--- src/rtl/text_buf_pkg.sv ---
`default_nettype none
// +--------------------------------------------------------------------------+
// | text_buf_pkg : shared types and constants for the LCD line-buffer writer |
// | Revision     : 1.0                                                       |
// +--------------------------------------------------------------------------+
package text_buf_pkg;

  localparam int         LINE_LEN = 16;
  localparam int         COL_W    = $clog2(LINE_LEN);
  localparam logic [8:0] BLANK    = 9'h120;

  typedef enum logic [1:0] {
    KK_CHAR  = 2'b00,
    KK_BKSP  = 2'b01,
    KK_ENTER = 2'b10,
    KK_CLEAR = 2'b11
  } key_kind_e;

  typedef enum logic [1:0] {
    ST_CLR  = 2'd0,
    ST_IDLE = 2'd1,
    ST_WR   = 2'd2
  } state_e;

  typedef struct packed {
    logic             line;
    logic [COL_W-1:0] col;
  } cursor_t;

endpackage
`default_nettype wire

--- src/rtl/text_cursor.sv ---
`default_nettype none
// +--------------------------------------------------------------------------+
// | text_cursor : next-cursor logic for advance (CHAR), back (BKSP), newline |
// | Revision    : 1.0                                                        |
// +--------------------------------------------------------------------------+
module text_cursor #(
  parameter int LINE_LEN = 16
) (
  input  text_buf_pkg::cursor_t   cur,
  input  text_buf_pkg::key_kind_e op,
  output text_buf_pkg::cursor_t   nxt
);
  import text_buf_pkg::*;

  localparam logic [COL_W-1:0] COL_LAST = COL_W'(LINE_LEN - 1);

  always_comb begin
    nxt = cur;
    case (op)
      KK_CHAR: begin
        // Column wraps into the other line; line 2 wraps back to line 1.
        if (cur.col == COL_LAST) begin
          nxt.col  = '0;
          nxt.line = ~cur.line;
        end else begin
          nxt.col = cur.col + COL_W'(1);
        end
      end
      KK_BKSP: begin
        if (cur.col != '0) begin
          nxt.col = cur.col - COL_W'(1);
        end else if (cur.line) begin
          nxt.line = 1'b0;
          nxt.col  = COL_LAST;
        end
      end
      KK_ENTER: begin
        nxt.line = ~cur.line;
        nxt.col  = '0;
      end
      default: nxt = cur;
    endcase
  end

endmodule
`default_nettype wire

--- src/rtl/text_buf_ctrl.sv ---
`default_nettype none
// +--------------------------------------------------------------------------+
// | text_buf_ctrl : key-event driven write controller for two LCD lines     |
// | Revision      : 1.0                                                      |
// +--------------------------------------------------------------------------+
module text_buf_ctrl #(
  parameter int                LINE_LEN  = 16,
  parameter int                ADDR_W    = 6,
  parameter int                DATA_W    = 9,
  parameter logic [ADDR_W-1:0] ADDR_BASE = '0,
  parameter logic [DATA_W-1:0] BLANK     = DATA_W'(text_buf_pkg::BLANK)
) (
  input  logic              clk,
  input  logic              rst,
  input  logic              key_valid,
  output logic              key_ready,
  input  logic [1:0]        key_kind,
  input  logic [7:0]        key_char,
  output logic              wr_en_1,
  output logic              wr_en_2,
  output logic [ADDR_W-1:0] wr_addr,
  output logic [DATA_W-1:0] wr_data,
  output logic              cur_line,
  output logic [3:0]        cur_col,
  output logic              busy
);
  import text_buf_pkg::*;

  localparam int               IDX_W    = $clog2(2 * LINE_LEN);
  localparam logic [IDX_W-1:0] IDX_LAST = IDX_W'(2 * LINE_LEN - 1);

  state_e           r_state;
  logic [IDX_W-1:0] r_clr_idx;
  logic             r_adv;
  cursor_t          w_cur;
  cursor_t          w_nxt;
  key_kind_e        w_op;

  assign w_cur = '{line: cur_line, col: cur_col};
  // The single cursor unit advances during WR and otherwise follows the key.
  assign w_op  = (r_state == ST_WR) ? KK_CHAR : key_kind_e'(key_kind);

  text_cursor #(.LINE_LEN(LINE_LEN)) u_cursor (
    .cur (w_cur),
    .op  (w_op),
    .nxt (w_nxt)
  );

  always_ff @(posedge clk) begin
    if (rst) begin
      r_state   <= ST_CLR;
      r_clr_idx <= '0;
      r_adv     <= 1'b0;
      cur_line  <= 1'b0;
      cur_col   <= '0;
      wr_en_1   <= 1'b0;
      wr_en_2   <= 1'b0;
      wr_addr   <= '0;
      wr_data   <= '0;
      key_ready <= 1'b0;
      busy      <= 1'b1;
    end else begin
      case (r_state)
        ST_CLR: begin
          wr_en_1   <= ~r_clr_idx[IDX_W-1];
          wr_en_2   <= r_clr_idx[IDX_W-1];
          wr_addr   <= ADDR_BASE + ADDR_W'(r_clr_idx[IDX_W-2:0]);
          wr_data   <= BLANK;
          key_ready <= 1'b0;
          busy      <= 1'b1;
          r_clr_idx <= r_clr_idx + IDX_W'(1);
          if (r_clr_idx == IDX_LAST) begin
            r_state  <= ST_IDLE;
            cur_line <= 1'b0;
            cur_col  <= '0;
          end
        end
        ST_IDLE: begin
          wr_en_1   <= 1'b0;
          wr_en_2   <= 1'b0;
          key_ready <= 1'b1;
          busy      <= 1'b0;
          if (key_valid && key_ready) begin
            case (key_kind_e'(key_kind))
              KK_CHAR: begin
                // Strobe is registered here so it is live during the WR cycle.
                r_state   <= ST_WR;
                r_adv     <= 1'b1;
                wr_en_1   <= ~cur_line;
                wr_en_2   <= cur_line;
                wr_addr   <= ADDR_BASE + ADDR_W'(cur_col);
                wr_data   <= DATA_W'({1'b1, key_char});
                key_ready <= 1'b0;
                busy      <= 1'b1;
              end
              KK_BKSP: begin
                r_state   <= ST_WR;
                r_adv     <= 1'b0;
                cur_line  <= w_nxt.line;
                cur_col   <= w_nxt.col;
                wr_en_1   <= ~w_nxt.line;
                wr_en_2   <= w_nxt.line;
                wr_addr   <= ADDR_BASE + ADDR_W'(w_nxt.col);
                wr_data   <= BLANK;
                key_ready <= 1'b0;
                busy      <= 1'b1;
              end
              KK_ENTER: begin
                cur_line <= w_nxt.line;
                cur_col  <= w_nxt.col;
              end
              default: begin
                r_state   <= ST_CLR;
                r_clr_idx <= '0;
                key_ready <= 1'b0;
                busy      <= 1'b1;
              end
            endcase
          end
        end
        ST_WR: begin
          wr_en_1   <= 1'b0;
          wr_en_2   <= 1'b0;
          key_ready <= 1'b1;
          busy      <= 1'b0;
          r_state   <= ST_IDLE;
          if (r_adv) begin
            cur_line <= w_nxt.line;
            cur_col  <= w_nxt.col;
          end
        end
        default: begin
          r_state   <= ST_CLR;
          r_clr_idx <= '0;
          wr_en_1   <= 1'b0;
          wr_en_2   <= 1'b0;
          key_ready <= 1'b0;
          busy      <= 1'b1;
        end
      endcase
    end
  end

endmodule
`default_nettype wire

--- config.mk ---
export PLATFORM = sky130hd
export DESIGN_NAME = text_buf_ctrl
export DESIGN_NICKNAME = d
export VERILOG_FILES = /design/src/rtl/text_buf_pkg.sv /design/src/rtl/text_cursor.sv /design/src/rtl/text_buf_ctrl.sv
export SDC_FILE = /design/constraint.sdc
export NUM_CORES = 1
export LEC_CHECK = 0
export CORE_UTILIZATION = 26
export DETAILED_ROUTE_END_ITERATION = 10
export PLACE_DENSITY = 0.55
export SKIP_CTS_REPAIR_TIMING = 1
export SLEW_MARGIN = 10
export SYNTH_ARGS = -nofsm -noshare
export SYNTH_HDL_FRONTEND = slang
export SYNTH_SLANG_ARGS = --single-unit
--- constraint.sdc ---
create_clock -name clk -period 3 [get_ports clk]
set_clock_uncertainty 0.05 [all_clocks]
set_input_delay 0.3 -clock clk [delete_from_list [all_inputs] [get_ports clk]]
set_output_delay 0.3 -clock clk [all_outputs]
set_load 0.03 [all_outputs]
## After elaboration in Yosys (flattened, before gate mapping)

Cells that the tools add are included.

| word-level totals | value |
|---|---|
| input port bits | 13 |
| flip-flop bits (word level) | 32 |

| cells by class | value |
|---|---|
| bitwise logic cells | 4 |
| add/sub/neg operators | 3 |
| mux-type cells | 43 |
| eq/ne operators | 15 |
| reductions and logical operators | 16 |

Operators with widths:

| cell | number |
|---|---|
| $pmux 9 s2 | 2 |
| $pmux 5 s3 | 2 |
| $mux 4 | 7 |
| $pmux 6 s2 | 2 |
| $pmux 1 s2 | 7 |
| $mux 1 | 12 |
| $ne 2x2->1 const B | 6 |
| $pmux 4 s3 | 1 |
| $reduce_and 3->1 | 4 |
| $mux 5 | 2 |
| $mux 9 | 1 |
| $eq 2x1->1 const B | 3 |
| $eq 2x2->1 const B | 3 |
| $logic_not 2->1 | 3 |
| $mux 2 | 3 |
| $mux 6 | 1 |
| $pmux 2 s3 | 1 |
| $add 5x1->5 const B | 1 |
| $eq 5x5->1 const B | 1 |
| $reduce_and 5->1 | 1 |
| $add 4x1->4 const B | 1 |
| $eq 4x4->1 const B | 1 |
| $not 1->1 | 4 |
| $pmux 2 s2 | 1 |
| other kinds (9) | 11 |

## Longest topological paths before layout

| logic depth | value |
|---|---|
| word-level depth | 8 |
| gate-level depth with buffers | 9 |

## Modules after synthesis

Synthesis repeated with hierarchy kept, for this count alone.

| unflattened totals | value |
|---|---|
| cells, all modules | 212 |
| area, all modules | 1,855.5 um2 |

Modules (own cells, without submodules):

| module | sequential area each (um2) | cells an instance | instances | area each (um2) |
|---|---|---|---|---|
| text_buf_ctrl | 600.6 | 170 | 1 | 1,560.2 |
| text_cursor | 0.0 | 42 | 1 | 295.3 |

## Least setup slack after synthesis

OpenSTA, ideal clock, no wires.

| timing | value |
|---|---|
| kind | reg2reg |
| start point | reg cur_col[0] |
| end point | reg wr_addr[1] |
| path slack | 0.897 ns |
| clock period less this slack | 2.103 ns |
| data required time | 2.859 ns |
| stages on the path, launching flop included | 8 |
| arrival | 1.962 ns |
| library setup time | 0.091 ns |
| path through | dfxtp_1 buf_6 inv_1 ha_1 or3b_1 a31o_1 or3_1 a311oi_1 |

| between the ends | value |
|---|---|
| cells in the longest elaborated chain, start to end | 6 |

Ends and longest elaborated chain:

| what | RTL line | RTL |
|---|---|---|
| start, declared | text_buf_ctrl.sv:24 | `output logic [3:0] cur_col,` |
| start signal, assigned | text_buf_ctrl.sv:100 | `cur_col <= w_nxt.col;` |
| start signal, assigned | text_buf_ctrl.sv:110 | `cur_col <= w_nxt.col;` |
| start signal, assigned | text_buf_ctrl.sv:129 | `cur_col <= w_nxt.col;` |
| $sub 4x1->4, or another cell as far along | text_cursor.sv:31 | `nxt.col = cur.col - COL_W'(1);` |
| $mux 4, on equally long branches | text_cursor.sv:30, text_cursor.sv:22 |  |
| $pmux 5 s3 (*) | text_cursor.sv:19 | `case (op)` |
| $pmux 6 s2 (*) | text_buf_ctrl.sv:84 | `case (key_kind_e'(key_kind))` |
| $mux 6 (*) | text_buf_ctrl.sv:83 | `if (key_valid && key_ready) begin` |
| $pmux 6 s2 (*) | text_buf_ctrl.sv:63 | `case (r_state)` |
| end signal, assigned | text_buf_ctrl.sv:67 | `wr_addr <= ADDR_BASE + ADDR_W'(r_clr_idx[IDX_W-2:0]);` |
| end signal, assigned | text_buf_ctrl.sv:91 | `wr_addr <= ADDR_BASE + ADDR_W'(cur_col);` |
| end signal, assigned | text_buf_ctrl.sv:103 | `wr_addr <= ADDR_BASE + ADDR_W'(w_nxt.col);` |
| end, declared | text_buf_ctrl.sv:21 | `output logic [ADDR_W-1:0] wr_addr,` |

Every way passes the cells marked *; elsewhere a longest branch is shown, timed or not. The select of a mux whose other input is x is not followed.
A chain may end at the register's enable or synchronous reset.

## Worst setup path in the final report

| timing | value |
|---|---|
| start point | in key_kind[1] |
| end point | reg wr_addr[3] |

| between the ends | value |
|---|---|
| cells in the longest elaborated chain, start to end | 6 |

Ends and longest elaborated chain:

| what | RTL line | RTL |
|---|---|---|
| start, declared | text_buf_ctrl.sv:17 | `input logic [1:0] key_kind,` |
| $mux 2 | text_buf_ctrl.sv:41 | `assign w_op = (r_state == ST_WR) ? KK_CHAR : key_kind_e'(key_kind);` |
| $eq 2x2->1, or another cell as far along | text_cursor.sv:19 |  |
| $pmux 5 s3 | text_cursor.sv:19 |  |
| $pmux 6 s2 | text_buf_ctrl.sv:84 |  |
| $mux 6 | text_buf_ctrl.sv:83 |  |
| $pmux 6 s2 | text_buf_ctrl.sv:63 |  |

Parallel ways exist; a longest one is shown, timed or not. The select of a mux whose other input is x is not followed.

==> load_flow_metrics.sql <==
INSERT INTO impl_metrics (metric_group, metric, value, unit) VALUES
('status', 'outcome', 'complete, no violations', ''),
('timing', 'slew_viol_final', '0', ''),
('power_and_ir_drop', 'peak_vdd_ir', '0.276', 'mV'),
('clock_tree', 'cts-root-buf', 'clkbuf_8', ''),
('placement', 'placement.io_buffers', '34', ''),
('global_routing', 'grt.overflow.total', '0', ''),
('power_and_ir_drop', 'sequentialPowerShare', '0.495', ''),
('timing', 'final.period_utilization', '0.776', ''),
('synth', 'ys_ff_latch', '30', ''),
('global_routing', 'number_of_antenna_violations_at_the_first_check_in_global_routing', '0', ''),
('clock_tree', 'cts.sink_count', '30', ''),
('timing', 'tns', '0', 'ns'),
('route', 'post_detailed_route_drc_marker_count', '0', ''),
('setup_path', 'critical_path.startpoint_type', 'input pin', ''),
('layout', 'final_layout_size_suffix_gt1_frac', '0.0545', ''),
('layout', 'finalCoreUtilization', '0.340', ''),
('placement', 'gp_congestion', '0.844', ''),
('synth', 'synth.distinct_cells', '55', ''),
('timing', 'timing_hold_violations_final', '0', ''),
('synth', 'synthesized_area_fraction_occupied_by_ao_oa_aoi_and_oai_cells', '0.228', ''),
('synth', 'post_synth_fa_ha_maj_area_fraction', '0.0828', ''),
('synth', 'yosysSeqAreaShare', '0.331', ''),
('synth', 'syn_inst', '226', ''),
('setup_path', 'worstSetupEndpointType', 'register', ''),
('die', 'die-area', '7320', 'sq um'),
('timing', 'timing_worst_slew_pin_value', '0.683', 'ns'),
('min_path', 'hp-class', 'reg -> reg', ''),
('power_and_ir_drop', 'p_leak', '0.852', 'nW'),
('power_and_ir_drop', 'switching_component_of_the_power', '205', 'uW'),
('route', 'routed-via-count', '1739', ''),
('die', 'placeableCoreArea', '6760', 'sq um'),
('setup_path', 'timing.critical_path.buf_inv', '3', ''),
('power_and_ir_drop', 'clock_power_share', '0.406', ''),
('setup_path', 'crit_path_top_delay_cell', 'clkdlybuf4s50_1', ''),
('global_routing', 'first_global_vias', '1637', ''),
('clock_tree', 'cts_tree', 'built', ''),
('setup_path', 'cpLargestDelayFamily', 'buffers and inverters', ''),
('power_and_ir_drop', 'p_sw_frac', '0.247', ''),
('timing', 'period_needed', '2.33', 'ns'),
('setup_path', 'crit_type', 'in -> reg', ''),
('power_and_ir_drop', 'combinationalPowerShare', '0.099', ''),
('synth', 'yosys.area_share.xor_xnor', '0.00966', ''),
('route', 'drt-vias-per-instance', '5.16', ''),
('synth', 'ys.warnings.count', '0', ''),
('route', 'routed_wirelength', '4560', 'um'),
('die', 'num_rows', '30', ''),
('timing', 'rsz0062_at_grt', 'false', ''),
('synth', 'synth_top_cell_area_share', '0.331', ''),
('synth', 'ys.flop_type', 'dfxtp_1', ''),
('power_and_ir_drop', 'internal_power_contribution', '627', 'uW'),
('layout', 'layout_commonest_cell', 'clkdlybuf4s50_1', ''),
('layout', 'number_of_nets_in_the_finished_design', '281', ''),
('job', 'drv_cap', '0', ''),
('route', 'detail-route-antenna-nets', '0', ''),
('placement', 'pre_cts_ws', '0.370', 'ns'),
('layout', 'layout.cells.most_common_list', 'clkdlybuf4s50_1, dfxtp_1, nor2_1', ''),
('global_routing', 'pin_count_of_the_biggest_net_entering_global_routing', '23', ''),
('power_and_ir_drop', 'report.power.total', '832', 'uW'),
('layout', 'total_non_filler_cell_area_in_the_finished_layout', '2290', 'sq um'),
('synth', 'syn_avg_cell_area', '8.03', 'sq um'),
('die', 'initial_core_util', '0.269', ''),
('global_routing', 'groute.usage.overall', '0.133', ''),
('timing', 'post-route-worst-setup-slack', '0.673', 'ns'),
('synth', 'yosysTopAreaCell', 'dfxtp_1', ''),
('layout', 'num_antenna_cells', '0', ''),
('route', 'routedWlPerCell', '13.5', 'um'),
('synth', 'synth_area_leaders', 'dfxtp_1, ha_1, nor2_1', ''),
('setup_path', 'worst-endpoint-required', '3.11', 'ns'),
('die', 'ioPinCount', '37', ''),
('clock_tree', 'clock_transition_time_at_the_flip_flop_clock_pins_of_the_worst_setup_and_hold_paths', '0.07', 'ns'),
('synth', 'count_of_flip_flops_with_a_built_in_enable_after_synthesis', '0', '');
## tightest hold or removal path: stages, from the launching register on
cell,delay [ns]
dfxtp_1,0.34
nor2_1,0.05
nor2_1,0.07
## cell type report
type                       instances  area [sq um]
fill                             724          4460
inverter                          13          48.8
clock buffer                       6          82.6
tap                               80           100
timing repair buffer              37           363
sequential                        30           601
clock inverter                     2          12.5
multi-input combinational        169          1090
## cell families after synthesis
| kind of cell | Yosys count |
|---|---|
| and+or+nand+nor | 89 |
| AOI/OAI and AO/OA | 60 |
| DFF | 30 |
| buffers and inverters | 28 |
| adders and majority gates | 12 |
| muxes | 4 |
| xor gates and xnor gates | 2 |
| other | 1 |
## registers in the layout, indices dropped and copies added (netlist names), 2 cells and up
| name | cells |
|---|---|
| r_state | 2 |
| wr_data | 9 |
| cur_col | 4 |
| r_clr_idx | 5 |
| wr_addr | 4 |
## final timing paths
check,depth (start not counted),slack [ns],start,end
setup / recovery,8,0.67,key_kind[1],wr_addr[3]
hold / removal,2,0.43,wr_data[8],wr_data[8]
setup reg to reg,7,0.71,cur_col[1],wr_addr[3]
hold reg to reg,2,0.43,wr_data[8],wr_data[8]
## routing by layer
metal	up-vias	track usage	share of wire
met5	-	0	0
met4	0	0.0470	0.014
met3	8	0.0298	0.047
met2	53	0.214	0.46
met1	803	0.176	0.47
li1	875	-	-
## power groups by stage
stage | logic (mW) | registers (mW) | clock network, mW
6_report | 0.0826 | 0.412 | 0.338
5_1_grt | 0.0912 | 0.412 | 0.363
4_1_cts | 0.0830 | 0.412 | 0.349
3_5_place_dp | 0.0827 | 0.421 | 0
3_3_place_gp | 0.0829 | 0.421 | 0
2_1_floorplan | 0.0406 | 0.428 | 0
## per-stage QoR
| stage | cells | hold WS, ns |
|---|---|---|
| after floorplan | 227 | 0.398 |
| after global placement | 329 | 0.422 |
| after detailed placement | 329 | 0.423 |
| after CTS | 337 | 0.443 |
| after global routing | 337 | 0.460 |
| final | 337 | 0.435 |
## cell usage after synthesis (2+ instances only)
master,instances
nand3b_1,4
ha_1,12
buf_2,4
o211ai_1,3
nor3_1,6
clkbuf_1,6
nor2b_1,2
buf_4,3
nor2_1,26
o21ai_0,8
nor4_1,2
nand2_1,15
or3_1,2
nand2b_1,10
a22oi_1,7
a211oi_1,3
dfxtp_1,30
a21oi_1,15
nor3b_1,2
mux2_2,2
mux2i_1,2
a32oi_1,2
a311oi_1,3
a31oi_1,3
xnor2_1,2
nand3_1,9
inv_1,13
nand4_1,3
No activity file was read; power rests on OpenSTA's default activity.
